--- src/rtl/instr_cycle_seq_pkg.sv ---
// Shared encodings for the instruction-cycle sequencer: phases, addressing modes
// and memory address sources.
package instr_cycle_seq_pkg;

    typedef enum logic [1:0] {
        PH_FI  = 2'd0,
        PH_SRC = 2'd1,
        PH_DST = 2'd2,
        PH_EXC = 2'd3
    } phase_t;

    typedef enum logic [1:0] {
        MODE_REG     = 2'd0,
        MODE_IND     = 2'd1,
        MODE_AUTOINC = 2'd2,
        MODE_DEFER   = 2'd3
    } mode_t;

    typedef enum logic [1:0] {
        AS_PC  = 2'd0,
        AS_REG = 2'd1,
        AS_MDR = 2'd2
    } addr_sel_t;

    // Phase that follows the current one; register-mode operands are skipped.
    function automatic phase_t phase_after(phase_t cur, logic [1:0] src_mode,
                                           logic [1:0] dst_mode);
        if (cur == PH_FI && src_mode != MODE_REG)
            return PH_SRC;
        else if (cur != PH_DST && dst_mode != MODE_REG)
            return PH_DST;
        else
            return PH_EXC;
    endfunction

endpackage

--- src/rtl/instr_cycle_seq_mem_access_timer.sv ---
// Watches the memory handshake: strobes done on an accepted ack and timeout when
// a request has waited TMO_MAX cycles without one (TMO_MAX of 0 disables it).
module mem_access_timer #(
    parameter int TMO_W   = 4,
    parameter int TMO_MAX = 15
) (
    input  logic clk,
    input  logic rst,
    input  logic req,
    input  logic ack,
    output logic done,
    output logic timeout
);

    localparam logic [TMO_W:0] LIMIT = (TMO_W+1)'(TMO_MAX);

    logic [TMO_W-1:0] cnt;
    logic             at_limit;

    // The cycle that would bring the count to the limit is the terminal one.
    assign at_limit = (LIMIT != '0) && (({1'b0, cnt} + (TMO_W+1)'(1)) >= LIMIT);
    assign done     = req & ack;
    assign timeout  = req & ~ack & at_limit;

    always_ff @(posedge clk) begin
        if (rst || !req || ack)
            cnt <= '0;
        else if (cnt != '1)
            cnt <= cnt + TMO_W'(1);
    end

endmodule

--- src/rtl/instr_cycle_seq.sv ---
// Instruction-cycle sequencer: walks fetch/source/destination/execute phases,
// drives the memory handshake and issues one-cycle phase-set pulses.
module instr_cycle_seq
    import instr_cycle_seq_pkg::*;
#(
    parameter int TMO_W   = 4,
    parameter int TMO_MAX = 15
) (
    input  logic       clk,
    input  logic       rst,
    input  logic       halt,
    input  logic [1:0] ir_src_mode,
    input  logic [1:0] ir_dst_mode,
    output logic       mem_req,
    input  logic       mem_ack,
    output logic [1:0] addr_sel,
    output logic       ir_ld,
    output logic       opr_ld,
    output logic       reg_inc,
    output logic       exc_go,
    input  logic       exc_done,
    output logic       fi0,
    output logic       src0,
    output logic       dst0,
    output logic       exc0,
    output logic [1:0] phase,
    output logic       bus_err
);

    typedef enum logic [2:0] {
        S_FI_IDLE,
        S_FI_REQ,
        S_FI_LOAD,
        S_OPR_REQ,
        S_OPR_GAP,
        S_OPR_LOAD,
        S_EXC
    } state_t;

    state_t    state, state_n;
    phase_t    phase_q, phase_n, target;
    addr_sel_t addr_sel_q, addr_sel_n;
    mode_t     cur_mode;
    logic      step, step_n;
    logic      enter, acc_done, acc_tmo;
    logic      mem_req_n, ir_ld_n, opr_ld_n, reg_inc_n, exc_go_n;
    logic      fi0_n, src0_n, dst0_n, exc0_n, bus_err_n;

    assign addr_sel = addr_sel_q;
    assign phase    = phase_q;
    assign cur_mode = mode_t'((phase_q == PH_SRC) ? ir_src_mode : ir_dst_mode);
    assign target   = phase_after(phase_q, ir_src_mode, ir_dst_mode);

    mem_access_timer #(
        .TMO_W   (TMO_W),
        .TMO_MAX (TMO_MAX)
    ) u_timer (
        .clk     (clk),
        .rst     (rst),
        .req     (mem_req),
        .ack     (mem_ack),
        .done    (acc_done),
        .timeout (acc_tmo)
    );

    always_ff @(posedge clk) begin
        if (rst) begin
            state      <= S_FI_IDLE;
            step       <= 1'b0;
            phase_q    <= PH_FI;
            addr_sel_q <= AS_PC;
            mem_req    <= 1'b0;
            ir_ld      <= 1'b0;
            opr_ld     <= 1'b0;
            reg_inc    <= 1'b0;
            exc_go     <= 1'b0;
            fi0        <= 1'b1;
            src0       <= 1'b0;
            dst0       <= 1'b0;
            exc0       <= 1'b0;
            bus_err    <= 1'b0;
        end else begin
            state      <= state_n;
            step       <= step_n;
            phase_q    <= phase_n;
            addr_sel_q <= addr_sel_n;
            mem_req    <= mem_req_n;
            ir_ld      <= ir_ld_n;
            opr_ld     <= opr_ld_n;
            reg_inc    <= reg_inc_n;
            exc_go     <= exc_go_n;
            fi0        <= fi0_n;
            src0       <= src0_n;
            dst0       <= dst0_n;
            exc0       <= exc0_n;
            bus_err    <= bus_err_n;
        end
    end

    always_comb begin
        state_n    = state;
        step_n     = step;
        phase_n    = phase_q;
        addr_sel_n = addr_sel_q;
        mem_req_n  = mem_req;
        exc_go_n   = exc_go;
        ir_ld_n    = 1'b0;
        opr_ld_n   = 1'b0;
        reg_inc_n  = 1'b0;
        fi0_n      = 1'b0;
        src0_n     = 1'b0;
        dst0_n     = 1'b0;
        exc0_n     = 1'b0;
        bus_err_n  = 1'b0;
        enter      = 1'b0;

        unique case (state)
            S_FI_IDLE: begin
                if (!halt) begin
                    mem_req_n  = 1'b1;
                    addr_sel_n = AS_PC;
                    state_n    = S_FI_REQ;
                end
            end
            S_FI_REQ: begin
                if (acc_done) begin
                    mem_req_n = 1'b0;
                    ir_ld_n   = 1'b1;
                    state_n   = S_FI_LOAD;
                end
            end
            S_FI_LOAD, S_OPR_LOAD: enter = 1'b1;
            S_OPR_REQ: begin
                if (acc_done) begin
                    mem_req_n = 1'b0;
                    // Deferred mode fetches the pointer first, then the operand via MDR.
                    if (cur_mode == MODE_DEFER && !step) begin
                        step_n     = 1'b1;
                        addr_sel_n = AS_MDR;
                        state_n    = S_OPR_GAP;
                    end else begin
                        opr_ld_n  = 1'b1;
                        reg_inc_n = (cur_mode == MODE_AUTOINC);
                        state_n   = S_OPR_LOAD;
                    end
                end
            end
            S_OPR_GAP: begin
                mem_req_n = 1'b1;
                state_n   = S_OPR_REQ;
            end
            S_EXC: begin
                if (exc_go && exc_done) begin
                    exc_go_n   = 1'b0;
                    phase_n    = PH_FI;
                    fi0_n      = 1'b1;
                    mem_req_n  = !halt;
                    addr_sel_n = AS_PC;
                    state_n    = halt ? S_FI_IDLE : S_FI_REQ;
                end
            end
            default: state_n = S_FI_IDLE;
        endcase

        if (enter) begin
            phase_n = target;
            step_n  = 1'b0;
            if (target == PH_EXC) begin
                exc0_n   = 1'b1;
                exc_go_n = 1'b1;
                state_n  = S_EXC;
            end else begin
                src0_n     = (target == PH_SRC);
                dst0_n     = (target == PH_DST);
                mem_req_n  = 1'b1;
                addr_sel_n = AS_REG;
                state_n    = S_OPR_REQ;
            end
        end

        // A hung access abandons the whole instruction and restarts at fetch.
        if (acc_tmo) begin
            mem_req_n = 1'b0;
            bus_err_n = 1'b1;
            fi0_n     = 1'b1;
            phase_n   = PH_FI;
            step_n    = 1'b0;
            state_n   = S_FI_IDLE;
        end
    end

endmodule

--- config.mk ---
export PLATFORM = sky130hd
export DESIGN_NAME = instr_cycle_seq
export DESIGN_NICKNAME = d
export VERILOG_FILES = /design/src/rtl/instr_cycle_seq_pkg.sv /design/src/rtl/instr_cycle_seq_mem_access_timer.sv /design/src/rtl/instr_cycle_seq.sv
export SDC_FILE = /design/constraint.sdc
export NUM_CORES = 1
export LEC_CHECK = 0
export ABC_AREA = 1
export BUFFER_PORTS_ARGS = -buffer_cell sky130_fd_sc_hd__buf_2
export CORE_ASPECT_RATIO = 1.25
export CORE_MARGIN = 3
export CORE_UTILIZATION = 40
export DETAILED_ROUTE_END_ITERATION = 16
export PLACE_DENSITY = 0.64
export SLEW_MARGIN = 20
export SYNTH_ARGS = -nofsm -noshare
export SYNTH_HDL_FRONTEND = slang
export SYNTH_HIERARCHICAL = 1
export SYNTH_SLANG_ARGS = --single-unit
export TNS_END_PERCENT = 10
--- constraint.sdc ---
create_clock -name clk -period 3.1 [get_ports clk]
set_clock_uncertainty 0.1 [all_clocks]
set_input_delay 0.62 -clock clk [delete_from_list [all_inputs] [get_ports clk]]
set_output_delay 0.62 -clock clk [all_outputs]
set_load 0.005 [all_outputs]
[Word level (Yosys, flattened, before mapping)]
Cells that the tools add are included.
Operators by class
  add/subtract/negate cells: 2
  magnitude comparators: 1
  eq/ne operators: 19
  muxes and demuxes: 39
  bitwise logic cells: 8
  reductions and logical operators: 27
Operator list (count)
  $mux 2: 11
  $mux 1: 19
  $mux 3: 6
  $pmux 3 s6: 1
  $ne 3x3->1 const B: 4
  $reduce_or 2->1: 5
  $eq 3x3->1 const B: 3
  $reduce_or 3->1: 3
  $eq 2x2->1 const B: 4
  $reduce_bool 2->1: 4
  $eq 3x2->1 const B: 2
  $pmux 2 s3: 1
  $add 4x1->5 const B: 1
  $ge 5x4->1 const B: 1
  $not 1->1: 5
  $reduce_and 5->1: 1
  $add 4x1->4 const B: 1
  $eq 2x1->1 const B: 2
  $logic_and 1x1->1: 4
  $ne 2x2->1 const B: 2
  $ne 4x4->1 const B: 1
  $pmux 1 s4: 1
  $reduce_or 4->1: 1
  $and 1x1->1: 3
  7 further kinds: 10
Word-level totals
  register bits: 22
  input port bits: 9
  output and inout port bits: 14
  logic and storage cells: 111

[Longest topological paths before layout]
Gate-level depths: netlist (run 1).
  depth after elaboration: 9
  gate-level depth with buffers: 10
  gate-level depth less buffers: 10

[Cells and area by module]
The synthesis (run 1) kept the hierarchy.
By module, submodules not included
  instr_cycle_seq: times used 1, cells an instance 134, area each 929.6 um^2, seq. area each 360.3 um^2
  mem_access_timer: times used 1, cells an instance 36, area each 245.2 um^2, seq. area each 80.1 um^2

[Worst setup path after synthesis (run 1)]
Ideal clock, no wire load.
  path kind: reg2reg
  start point: register u_timer.cnt[0]
  end point: register state[1]
  data arrival time: 1.466 ns
  required time: 2.926 ns
  slack: 1.460 ns
  cell stages (with the launch flop): 11
  path buffers: 0
  period minus slack after synthesis: 1.640 ns
  path through: dfxtp_1 inv_1 ha_1 inv_1 nand3_1 nand2_1 nand3_1 a21oi_2 nor2_1 nand3_1 a31oi_1
On the way
  longest elaborated chain between the ends: 4
RTL lines
  from (decl): RTL line instr_cycle_seq_mem_access_timer.sv:17  | logic [TMO_W-1:0] cnt;
  from (signal assigned): RTL line instr_cycle_seq_mem_access_timer.sv:29  | cnt <= cnt + TMO_W'(1);
  $add 4x1->5: RTL line instr_cycle_seq_mem_access_timer.sv:21  | assign at_limit = (LIMIT != '0) && (({1'b0, cnt} + (TMO_W+1)'(1)) >= LIMIT);
  $ge 5x4->1: RTL line instr_cycle_seq_mem_access_timer.sv:21
  $and 1x1->1: RTL line instr_cycle_seq_mem_access_timer.sv:23  | assign timeout = req & ~ack & at_limit;
  via acc_tmo: RTL line instr_cycle_seq.sv:45  | logic enter, acc_done, acc_tmo;
  $reduce_or 2->1 (no source line)
  to (signal assigned): RTL line instr_cycle_seq.sv:83  | state <= state_n;
  to (decl): RTL line instr_cycle_seq.sv:40  | state_t state, state_n;
The timed path passes the listed nets, and every way through them passes these cells.
A chain may end at the register's enable or synchronous reset.

[Final worst setup path (run 1)]
Ends and elaborated chain as after synthesis.

==> run_results.csv, run 1 <==
group,metric,value,unit
floorplan,dieArea,3630,sq um
sta,setup_viol,0,
hold_path,whs_endpoint,"addr_sel[1]",
synth,yosysTopAreaCell,"dfxtp_1",
synth,syn_inst,170,
route,drt_iter0_drc,25,
pwr,power,1010,uW
sta,maxSlewViolCount,0,
sta,max_slew_margin,0.713,
worst_setup_path,path_max_fanout,7,
worst_setup_path,arrival,2.03,ns
worst_setup_path,crit_type,"flip-flop to flip-flop",
synth,ys_ff_latch,22,
route,routedWlPerCell,11.4,microns
synth,ys_seq_area_frac,0.375,
sta,rsz0062_at_grt,"no",
route,wl,2590,microns
pwr,clkPwrFrac,0.129,
route,vias,1147,
clock_tree,numCtsBuffers,3,
global_route,antenna_found_initial,0,
sta,tns,0,ns
layout,drive_gt1_frac,0.212,
clock_tree,clock_sinks,22,
pwr,p_switching,454,uW
synth,yosys-top-cells-count,"nand2_1, inv_1, dfxtp_1",
layout,fill_cells,294,
floorplan,initial_core_util,0.430,
hold_path,hold_start,"addr_sel[1]",
sta,hold_violations,0,
pwr,p_sw_frac,0.448,
worst_setup_path,cp-start-kind,"flip-flop",
placed_design,dpl.hpwl,2120,microns
floorplan,dieHeight,66.6,microns
worst_setup_path,path_cells,"inv_1, ha_1, inv_1, nand3_1, nand2_1, nand3_1, a21oi_2, nor2_1, nand3_1, a31oi_1",
placed_design,portBuffers,22,
worst_setup_path,cp-end-kind,"flip-flop",
pwr,ir_worst_vdd,305,uV
clock_tree,cts_tree,"built",
clock_tree,htreeDepth,1,
layout,diodes,0,
pwr,intPower,559,uW
floorplan,coreArea,2730,sq um
sta,holdWs,0.386,ns
worst_setup_path,r2r_setup_slack,1.22,ns
synth,synth_area_per_cell,6.91,sq um
layout,nets,206,
sta,tightest_slew,0.429,ns
synth,yosys_warnings,6,
outcome,status,"complete, no violations",
floorplan,rows,21,
synth,syn-num-nets,181,
global_route,grt.total_usage,0.161,
hold_path,min_path_cells,2,
route,first_pass_iters,4,
worst_setup_path,cpPeakStageDelay,0.42,ns
clock_tree,cts_max_path_buffers,2,
pwr,seq_power_share,0.388,
worst_setup_path,cp_common_cell,"nand3_1",
synth,ys.flop_type,"dfxtp_1",
job,cap_violations,0,
synth,async_flop_share,0,
layout,syn_to_final_growth,13.6,%
global_route,grt_pass1_vias,1074,
worst_setup_path,required,3.25,ns
worst_setup_path,cp_slowest_cell,"dfxtp_1",
worst_setup_path,regToRegEndpoint,"state[1]",
route,remaining_drc_errors,0,
global_route,grt_overflow_total,0,
global_route,grt_max_degree,13,
route,viasPerCell,5.05,
synth,synth_edf_count,0,
global_route,grt_pass1_wl,4260,microns
clock_tree,clk_pin_slew,0.12,ns
floorplan,ios,23,
floorplan,die_w,54.5,microns
clock_tree,cts-root-buf,"clkbuf_4",
clock_tree,cts_setup_buffers,0,
worst_setup_path,r2r-start,"u_timer/cnt[0]",
route,antenna_left,0,
layout,finish.utilization,0.489,
synth,synth_top_area_share,0.375,
synth,synthTopCellsByArea,"dfxtp_1, nand2_1, inv_1",
pwr,powerDensity,759,nW/um^2
synth,synth.distinct_cells,28,
sta,finalCritPeriodShare,0.607,
clock_tree,ctsResizeCount,0,
sta,period_minus_slack,1.88,ns
clock_tree,clock_latency,0.31,ns
placed_design,routabilityCongestion,0.854,
worst_setup_path,worstRegToRegCells,10,
sta,max_freq,0.531,GHz
pwr,p_leak,0.000696,uW
synth,synth_area,1170,sq um
pwr,p_comb_frac,0.483,
hold_path,hp-class,"flip-flop to flip-flop",
clock_tree,cts_hold_buf,0,
synth,synthMostInstantiatedCell,"nand2_1",
==> worst max-delay path by stage <==
stage,startpoint,to,slack [ns],depth (start not counted)
floorplan,u_timer/cnt[0],state[1],1.46,10
global placement,u_timer/cnt[0],phase[1],1.35,10
detailed placement,u_timer/cnt[0],state[1],1.22,10
CTS,u_timer/cnt[0],phase[1],1.21,10
global route,u_timer/cnt[0],phase[1],1.04,10
finish,u_timer/cnt[0],state[1],1.22,10
==> routing by layer <==
layer / up-vias / track usage / part of all wire
li1: 589 / - / -
met1: 519 / 0.156 / 0.42
met2: 31 / 0.299 / 0.51
met3: 8 / 0.0336 / 0.040
met4: 0 / 0.0903 / 0.032
met5: - / 0 / 0
==> sequential cells by signal (all words and copies together) (netlist names) <==
signal	flops
fi0	1
mem_req	1
step	1
exc0	1
reg_inc	1
u_timer/cnt	4
addr_sel	2
phase	2
ir_ld	1
bus_err	1
opr_ld	1
dst0	1
src0	1
state	3
exc_go	1
==> power by group through the flow <==
stage	clock network [uW]	registers, uW	logic [uW]
floorplan	0	384	386
global placement	0	397	483
detailed placement	0	399	491
CTS	136	391	492
global route	141	400	555
finish	131	393	489
==> cells in the final DEF (no fill, tap or decap), types with 5 or more instances in the layout <==
cell,Yosys,layout
a21oi_1,8,8
inv_1,28,28
nand2_1,34,34
buf_2,0,22
dfxtp_1,22,22
nand3_1,15,15
nor2_1,20,20
nand4_1,5,5
o21ai_0,9,9
==> stage by stage <==
step / std cells / area [sq um] / setup WS (ns)
after floorplan: 170 / 1170 / 1.46
after global placement: 224 / 1310 / 1.35
after detailed placement: 224 / 1310 / 1.22
after CTS: 227 / 1340 / 1.21
after global routing: 227 / 1340 / 1.04
final: 227 / 1340 / 1.22
==> final cells by class <==
class                   count  area, sq um  area share
repair buffers             22          110      0.0825
inverters                  32          120      0.0900
flip-flops and latches     22          440       0.330
multi-input cells         114          599       0.449
well taps                  34         42.5      0.0319
clock buffers               3         22.5      0.0169
==> cell families after synthesis <==
logic type               share of synthesized area
AO/OA/AOI/OAI                               0.0990
XOR/XNOR                                   0.00746
adder cells (fa/ha/maj)                     0.0213
buffers and inverters                        0.115
flip-flops                                   0.375
AND/OR/NAND/NOR                              0.382
==> worst max-delay path, delay by kind of cell, from the launching register on <==
kind            cells  cell delay (ns)
flops               1             0.42
simple gates        5             0.67
compound gates      2             0.21
buf+inv             2             0.14
fa+ha+maj           1             0.30
No activity file was read; power rests on OpenSTA's default activity.
==> inputs of run 2 (changes only) <==
Settings changed: ABC_AREA 1 to 0.
Clock period 3.1 ns to 1.9 ns, I/O delays scaled along.
==> run 2 against run 1 <==
  * Global-route usage is 1.2 points higher
  * Synthesized area is 4.9% lower
  * Synthesized cell count is 22% lower
  * Sequential power is 23% higher
  * Via count is 3.8% lower
  * Largest power group is now registers
  * Count of clock-buffer cells in the layout stayed put
  * First-iteration DRC count is 68% higher
==> run_results.csv, run 2 <==
group,metric,value,unit
synth,yosys-top-cells-count,"dfxtp_1, o21ai_0, nor2_1",
route,remaining_drc_errors,0,
worst_setup_path,cp-start-kind,"flip-flop",
sta,max_slew_margin,0.674,
synth,syn-num-nets,144,
synth,synthTopCellsByArea,"dfxtp_1, o21ai_0, nor3b_1",
layout,seqCellArea,444,sq um
worst_setup_path,worstRegToRegCells,7,
job,cap_violations,0,
worst_setup_path,cp-end-kind,"flip-flop",
floorplan,ios,23,
placed_design,pre_cts_slack,-0.0138,ns
layout,largest_reg_flops,4,
synth,synth_top_area_share,0.394,
floorplan,die_w,53.3,microns
sta,setup_viol,0,
worst_setup_path,path_max_fanout,6,
layout,multi_input_area,634,sq um
worst_setup_path,crit_type,"flip-flop to flip-flop",
global_route,grt_overflow_total,0,
worst_setup_path,timing.critical_path.buf_inv,1,
clock_tree,cts_hold_buf,0,
synth,ys_seq_area_frac,0.394,
synth,yosysTopAreaCell,"dfxtp_1",
placed_design,dpl.hpwl,2090,microns
route,antenna_left,0,
sta,hold_violations,0,
hold_path,hold_start,"exc_done",
layout,reg.largest.list,"u_timer/cnt: 4 flops, state: 3 flops",
hold_path,min_path_cells,4,
route,viasPerCell,5.77,
synth,synth.distinct_cells,39,
clock_tree,cts_tree,"built",
placed_design,routabilityCongestion,0.747,
layout,final_common_cell,"buf_2",
global_route,use_met3,0.0249,
layout,nets,171,
sta,maxSlewViolCount,0,
clock_tree,clock_latency,0.30,ns
worst_setup_path,path_cells,"inv_1, ha_1, nor3b_2, o32ai_1, nor2_2, o21ai_0, a31oi_1",
clock_tree,cts-root-buf,"clkbuf_4",
layout,diodes,0,
floorplan,dieHeight,65.1,microns
synth,ys_ff_latch,22,
layout,regMostFlops,"u_timer/cnt",
global_route,grt_busiest_layer,"met2",
clock_tree,htreeDepth,1,
pwr,powerDensity,600,nW/um^2
hold_path,hp-class,"input pin to flip-flop",
clock_tree,numCtsBuffers,3,
worst_setup_path,cp_slowest_cell,"dfxtp_4",
route,first_pass_iters,4,
floorplan,rows,20,
route,wl,2760,microns
worst_setup_path,required,1.98,ns
route,vias,1103,
worst_setup_path,path_delay_family,"compound AO/OA/AOI/OAI gates",
clock_tree,clock_sinks,22,
global_route,grt_pass1_vias,995,
worst_setup_path,cpPeakStageDelay,0.40,ns
sta,max_freq,0.551,GHz
pwr,p_leak,0.000513,uW
global_route,met2_usage,0.322,
layout,final_cell_mix,"buf_2, dfxtp_1, o21ai_0",
pwr,ir_worst_vdd,314,uV
worst_setup_path,r2r_setup_slack,0.08,ns
synth,synth_edf_count,0,
global_route,antenna_found_initial,0,
placed_design,placed_area,1280,sq um
global_route,grt_max_degree,18,
hold_path,whs_endpoint,"exc_go",
sta,finalCritPeriodShare,0.955,
sta,period_minus_slack,1.82,ns
floorplan,dieArea,3470,sq um
synth,synth_area,1120,sq um
global_route,grt_pass1_wl,4540,microns
route,drt_iter0_drc,42,
synth,syn_inst,133,
route,routedWlPerCell,14.5,microns
placed_design,portBuffers,22,
synth,synthMostInstantiatedCell,"dfxtp_1",
clock_tree,cts_max_path_buffers,2,
synth,yosys_warnings,6,
layout,drive_gt1_frac,0.259,
sta,fin_ws,0.0848,ns
clock_tree,clk_pin_slew,0.12,ns
worst_setup_path,regToRegEndpoint,"state[0]",
layout,fin_area,1320,sq um
worst_setup_path,r2r-start,"u_timer/cnt[0]",
synth,synth_area_per_cell,8.40,sq um
synth,ys.flop_type,"dfxtp_1",
worst_setup_path,arrival,1.89,ns
global_route,grt_use_met1,0.196,
synth,async_flop_share,0,
layout,syn_to_final_growth,18.5,%
global_route,grt.total_usage,0.173,
sta,tightest_slew,0.489,ns
floorplan,initial_core_util,0.438,
layout,fill_cells,267,
outcome,status,"complete, no violations",
floorplan,coreArea,2550,sq um
-- run 2: cell count changes in the layout (fill, tap and decap cells not counted), sizes merged, moves of 4 or more --
cell	before	now
nand2	39	10
a31oi	1	5
nand4	5	0
nor3b	0	6
nor2	24	11
nand3	16	3
inv	31	9
buf	22	27
a211oi	0	6
-- run 2: worst max-delay path by stage --
stage                   start       end  slack [ns]  depth (start not counted)
2_1_floorplan  u_timer/cnt[0]  state[0]        0.09                          7
3_3_place_gp          mem_ack   mem_req        0.14                          6
3_5_place_dp   u_timer/cnt[1]  state[0]       -0.01                          7
4_1_cts        u_timer/cnt[1]  state[0]        0.05                          7
5_1_grt        u_timer/cnt[0]  state[1]       -0.02                          7
6_report       u_timer/cnt[0]  state[0]        0.08                          7
-- run 2: worst register-to-register path, delay by kind of cell (launching register included) --
| kind | cells | cell delay (ns) |
|---|---|---|
| fa+ha+maj | 1 | 0.33 |
| flops | 1 | 0.40 |
| compound gates | 3 | 0.51 |
| buf+inv | 1 | 0.06 |
| simple gates | 2 | 0.30 |
-- run 2: routing by layer --
layer / routed length [microns] / share of wire
met1: 1120 / 0.41
met2: 1490 / 0.54
met3: 111 / 0.040
met4: 44 / 0.016
met5: 0 / 0
-- run 2: where the power goes --
part / total (uW) / internal (uW) / leakage (uW) / switching (uW)
Clock: 204 / 73.7 / 0.0000138 / 130
Combinational: 106 / 48.8 / 0.000321 / 57.4
Sequential: 484 / 471 / 0.000179 / 13.2
-- run 2: logic make-up after synthesis --
| kind of cell | after synthesis | share of synthesized area |
|---|---|---|
| AO/OA/AOI/OAI | 42 | 0.252 |
| XOR/XNOR | 1 | 0.00784 |
| adder cells (fa/ha/maj) | 2 | 0.0224 |
| buffers and inverters | 14 | 0.0560 |
| flip-flops | 22 | 0.394 |
| AND/OR/NAND/NOR | 52 | 0.268 |
-- run 2: cell type report --
type | instances | share of cell area
clock buffer | 3 | 0.0170
timing repair buffer | 27 | 0.112
inverter | 9 | 0.0255
sequential | 22 | 0.336
tap | 33 | 0.0312
multi-input combinational | 97 | 0.479
-- run 2: repair_timing --
action | in CTS | in global routing
resized for setup | 3 | 3
pin swaps | 1 | 1
buffers inserted | 0 | 0
gates cloned | 0 | 0
endpoints found under the setup margin | 3 | 5
hold endpoints to repair | 0 | 0
-- run 2: through the flow --
stage | util | instances | TNS [ns] | hold slack (ns) | power, uW
after floorplan | - | 133 | 0 | 0.345 | 557
after global placement | 0.500 | 188 | 0 | 0.369 | 595
after detailed placement | 0.500 | 188 | -0.0138 | 0.394 | 598
after CTS | 0.512 | 191 | 0 | 0.276 | 800
after global routing | 0.519 | 191 | -0.0278 | 0.298 | 837
final | 0.519 | 191 | 0 | 0.288 | 794
